## config.mk

```make
export PLATFORM = sky130hd
export DESIGN_NAME = ram_1port_asyncread
export DESIGN_NICKNAME = d
export VERILOG_FILES = /design/src/rtl/ram_pkg.sv /design/src/rtl/ram_array.sv /design/src/rtl/ram_1port_asyncread.sv
export SDC_FILE = /design/constraint.sdc
export NUM_CORES = 1
export LEC_CHECK = 0
export BUFFER_PORTS_ARGS = -buffer_cell sky130_fd_sc_hd__buf_2
export CORE_ASPECT_RATIO = 0.6
export CORE_MARGIN = 3
export CORE_UTILIZATION = 65
export DETAILED_ROUTE_END_ITERATION = 10
export PLACE_DENSITY = 0.9
export REMOVE_ABC_BUFFERS = 1
export SYNTH_ARGS = -nofsm -noshare
export SYNTH_HDL_FRONTEND = slang
export SYNTH_SLANG_ARGS = --single-unit
```

## constraint.sdc

```tcl
create_clock -name clk -period 3.7 [get_ports clk]
set_input_delay 0.555 -clock clk [delete_from_list [all_inputs] [get_ports clk]]
set_output_delay 0.555 -clock clk [all_outputs]
set_load 0.02 [all_outputs]
```

## src/rtl/ram_pkg.sv

```systemverilog
// Shared constants and word/address types for the single-port async-read RAM.
package ram_pkg;

  localparam int unsigned RAM_ADDR_SIZE_DEF = 4;
  localparam int unsigned RAM_DATA_SIZE_DEF = 32;

  // Default-sized address and data word types.
  typedef logic [RAM_ADDR_SIZE_DEF-1:0] ram_addr_t;
  typedef logic [RAM_DATA_SIZE_DEF-1:0] ram_word_t;

endpackage : ram_pkg

```

## src/rtl/ram_array.sv

```systemverilog
// Storage array: synchronous clear, synchronous write, combinational read.
// Ports:
//   clk      - clock, all updates on rising edge
//   rst      - synchronous active-high clear of every location (beats we)
//   we       - write enable
//   addr     - shared read/write address
//   wr_data  - write data
//   rd_data  - combinational read of mem[addr]
module ram_array
  import ram_pkg::*;
#(
  parameter int unsigned ADDR_SIZE = RAM_ADDR_SIZE_DEF,
  parameter int unsigned DATA_SIZE = RAM_DATA_SIZE_DEF
) (
  input  logic                 clk,
  input  logic                 rst,
  input  logic                 we,
  input  logic [ADDR_SIZE-1:0] addr,
  input  logic [DATA_SIZE-1:0] wr_data,
  output logic [DATA_SIZE-1:0] rd_data
);

  localparam int unsigned DEPTH = 1 << ADDR_SIZE;

  logic [DATA_SIZE-1:0] r_mem [DEPTH];

  // Reset clears the whole array and takes priority over a write.
  always_ff @(posedge clk) begin
    if (rst) begin
      for (int unsigned i = 0; i < DEPTH; i++) begin
        r_mem[i] <= '0;
      end
    end else if (we) begin
      r_mem[addr] <= wr_data;
    end
  end

  // Read port is a plain mux on the address, no clock involved.
  assign rd_data = r_mem[addr];

endmodule : ram_array

```

## src/rtl/ram_1port_asyncread.sv

```systemverilog
// Single-port RAM: synchronous write, asynchronous read, shared address bus.
// Optional build macro: RAM_WRITE_THROUGH_EN -- while writing (rd_wrb=0, rst=0)
// rd_data shows wr_data combinationally; during rst it shows 0.
// Ports:
//   clk      - clock
//   rst      - synchronous active-high clear of the array
//   addr     - shared read/write address
//   wr_data  - write data
//   rd_wrb   - 1 = read, 0 = write
//   rd_data  - combinational read data
module ram_1port_asyncread
  import ram_pkg::*;
#(
  parameter int unsigned ADDR_SIZE = $bits(ram_addr_t),
  parameter int unsigned DATA_SIZE = $bits(ram_word_t)
) (
  input  logic                 clk,
  input  logic                 rst,
  input  logic [ADDR_SIZE-1:0] addr,
  input  logic [DATA_SIZE-1:0] wr_data,
  input  logic                 rd_wrb,
  output logic [DATA_SIZE-1:0] rd_data
);

  logic                 w_we;
  logic [DATA_SIZE-1:0] w_mem_rd;

  // Write is active-low on the shared select.
  assign w_we = ~rd_wrb;

  ram_array #(
    .ADDR_SIZE (ADDR_SIZE),
    .DATA_SIZE (DATA_SIZE)
  ) u_array (
    .clk     (clk),
    .rst     (rst),
    .we      (w_we),
    .addr    (addr),
    .wr_data (wr_data),
    .rd_data (w_mem_rd)
  );

`ifdef RAM_WRITE_THROUGH_EN
  // Bypass the incoming write data so the written value is visible before the edge.
  always_comb begin
    rd_data = w_mem_rd;
    if (rst) begin
      rd_data = '0;
    end else if (w_we) begin
      rd_data = wr_data;
    end
  end
`else
  assign rd_data = w_mem_rd;
`endif

endmodule : ram_1port_asyncread

```

==> results.md <==
- Status: finished clean
- Post-layout util: approximately three quarters
- Routability Congestion: 0.787
- # resized after CTS: 0
- Regs by FF count: u_array.r_mem: 512 flops
- Initial Util: 67.1%
- Post-synthesis adder-cell area fraction: 0%
- CP Class: primary input to output pin
- Sequential share of power: 54.8%
- Largest Register: u_array.r_mem
- CORE AREA: about 34000 um^2
- Seq. cell area: 15400 um^2
- Clk sinks: 512
- Multi-input gate area: 7040 um^2
- Slowest cell on the critical path: mux4_2
- Vias in the first global route: 13600
- Static leakage: between 8 and 9 nW
- Comb pwr share: under 10%
- Die Wd: 249 um
- Crit path max fanout: 50
- Type of element capturing the critical path: output pin
- DIE AREA: 37700 um^2
- CP startpoint kind: primary input
- Power Total: 12.4 mW
- Initial antenna violation count: 2
- DRT iter0 DRCs: 1950
- Largest register FFs: 512
- RSZ-0062 raised after global routing: false
- PwrDens: 491 nW/um^2
- First-pass DRT Iterations: 5
- Sw Ratio: 22.6%
- Detailed placement HPWL: 31600 um
- FMAX: approximately 320 MHz
- CTS Buf Count: 45
- Fill count: 1969
- Vias: between 10000 and 15000
- Gate Count Post-Synth: 1418
- CTS tree: yes
- Min-delay src: wr_data[16]
- Slew margin rel.: 26.6%
- Sequential area share after synthesis: 67.0%
- Synth Register Bits: 512
- Crit path largest cell delay: 0.53 ns
- Cell Chain, Critical Path: buf_8 > buf_12 > mux4_2 > a22oi_1 > nand2_1 > buf_2
- Post-Syn Area: about 23000 um^2
- Total congestion overflow: 0
- Largest family of logic cells by synthesized area: simple AND/OR/NAND/NOR gates
- Min Tclk post-route: 3.08 ns
- Syn Area/Cell: approximately 16 um^2
- Drt drc: 0
- WL per Instance: between 20 and 30 um
- GRT Util Overall: 31.8%
- Maxcap violations: 0
- Largest net degree at the start of global routing: between 50 and 60
- Endpoints failing hold: 0
- Post-Synth Simple-Gate Area: 15.8%
- Max clock buf depth: 3
- Clock Power Share: 37.0%
- Setup TNS: 0 ns
- Routed Antenna Nets: 0
- Commonest non-fill, non-tap cells in the layout: and2_1 (512), edfxtp_1 (512), mux4_2 (128)
- Mux cell area share after synthesis: 12.6%
- Hold/Removal Path Class: primary input to flip-flop
- Worst path required time: 3.14 ns
- Worst Max-Slew Pin Slew: 1.10 ns
- Die Ht: 152 um
- Worst Path Arrival: between 2 and 3 ns
- Postcts setup bufs: 0
- Slew Viols, Final: 0
- Port Buffers: 70
- P&R area growth vs syn: 10.3%
- Critical Path Start: addr[0]
- Internal power: roughly 9.6 mW
- Max H-tree Level: 2
- Nets@finish: 1495
- CTS clock-pin slew for the worst setup and hold paths: 0.07 ns
- Wire length of the first global-routing pass: slightly below 90000 um
- Psw: roughly 2.8 mW
- Post-synth cell types: 19
- Synth Warn #: 0
- Cell Count, Final, Fillers Out: 1950
- Xor/xnor cell area share of the yosys netlist: 0%
- Complex-gate fraction of the synthesized area: 2.09%
- Final Setup Violations: 0
- Vias per cell: 6.74
- Top Ports: 71
- Hold_buf cts: 0
- Final worst-path cycle share: between 80% and 90%
- Inst Count DP: roughly 1900
- VDD IR-drop max: 0.468 mV
- Root buffer cell: clkbuf_16
- FP Rows: 52
- Routed wire length: just under 60000 um
- Fraction of layout instances using a drive strength above 1: a little under a quarter
## cell type report
class / count / share of cell area (%)
clock buffers: 54 / 4.58
diodes: 2 / 0.0198
well taps: 459 / 2.27
repair buffers: 118 / 3.66
multi-input cells: 779 / 27.8
clock inverters: 26 / 0.900
flip-flops and latches: 512 / 60.8
## path summary, 6_finish.rpt
check	endpoint	slack [ns]	depth (start not counted)
hold / removal	u_array.r_mem[5][16]	0.44	2
setup / recovery	rd_data[24]	0.62	6
## cells by family after synthesis
kind of cell | Yosys count
AND/OR/NAND/NOR | 587
multiplexers | 128
buffers and inverters | 127
AO/OA/AOI/OAI | 64
flip-flops | 512
## worst max-delay path: cells and delay by family
family,cells,cell delay (ns)
AO/OA/AOI/OAI,1,0.21
AND/OR/NAND/NOR,1,0.17
buffers and inverters,3,0.92
multiplexers,1,0.53
## power groups by stage
stage / Combinational, mW / Sequential (mW) / Clock, mW
after CTS: 1.01 / 6.81 / 4.62
after global placement: 0.977 / 6.90 / 0
final: 1.02 / 6.81 / 4.60
after floorplan: 0.536 / 6.87 / 0
after global routing: 1.07 / 6.83 / 4.83
after detailed placement: 1.00 / 6.93 / 0
## per-stage QoR
step                setup WS (ns)  hold WS [ns]  area (um^2)
floorplan                   0.950         0.753        22400
global placement            0.685          1.00        23900
detailed placement          0.597          1.01        23900
CTS                         0.595         0.419        25300
global route                0.499         0.445        25300
finish                      0.621         0.439        25300
## cells in the mapped netlist, drive strengths merged
cell type / instances / area [um^2]
nor2: 13 / 71.3
clkbuf: 94 / 387
nor2b: 2 / 12.5
a22oi: 64 / 480
mux4: 128 / 2880
nand2: 33 / 124
or2: 16 / 100
nor3: 4 / 52.6
and2: 513 / 3210
nand4bb: 1 / 11.3
edfxtp: 512 / 15400
nand2b: 2 / 12.5
buf: 33 / 193
or4b: 2 / 27.5
or4: 1 / 11.3
## metal layers
metal	up-vias	wire length, um	global-route usage (%)
met3	164	7640	7.97
met2	997	27400	50.4
li1	5316	-	-
met5	-	0	0
met4	0	2030	12.4
met1	6673	21300	43.7
Power figures use the tool's default switching activity.
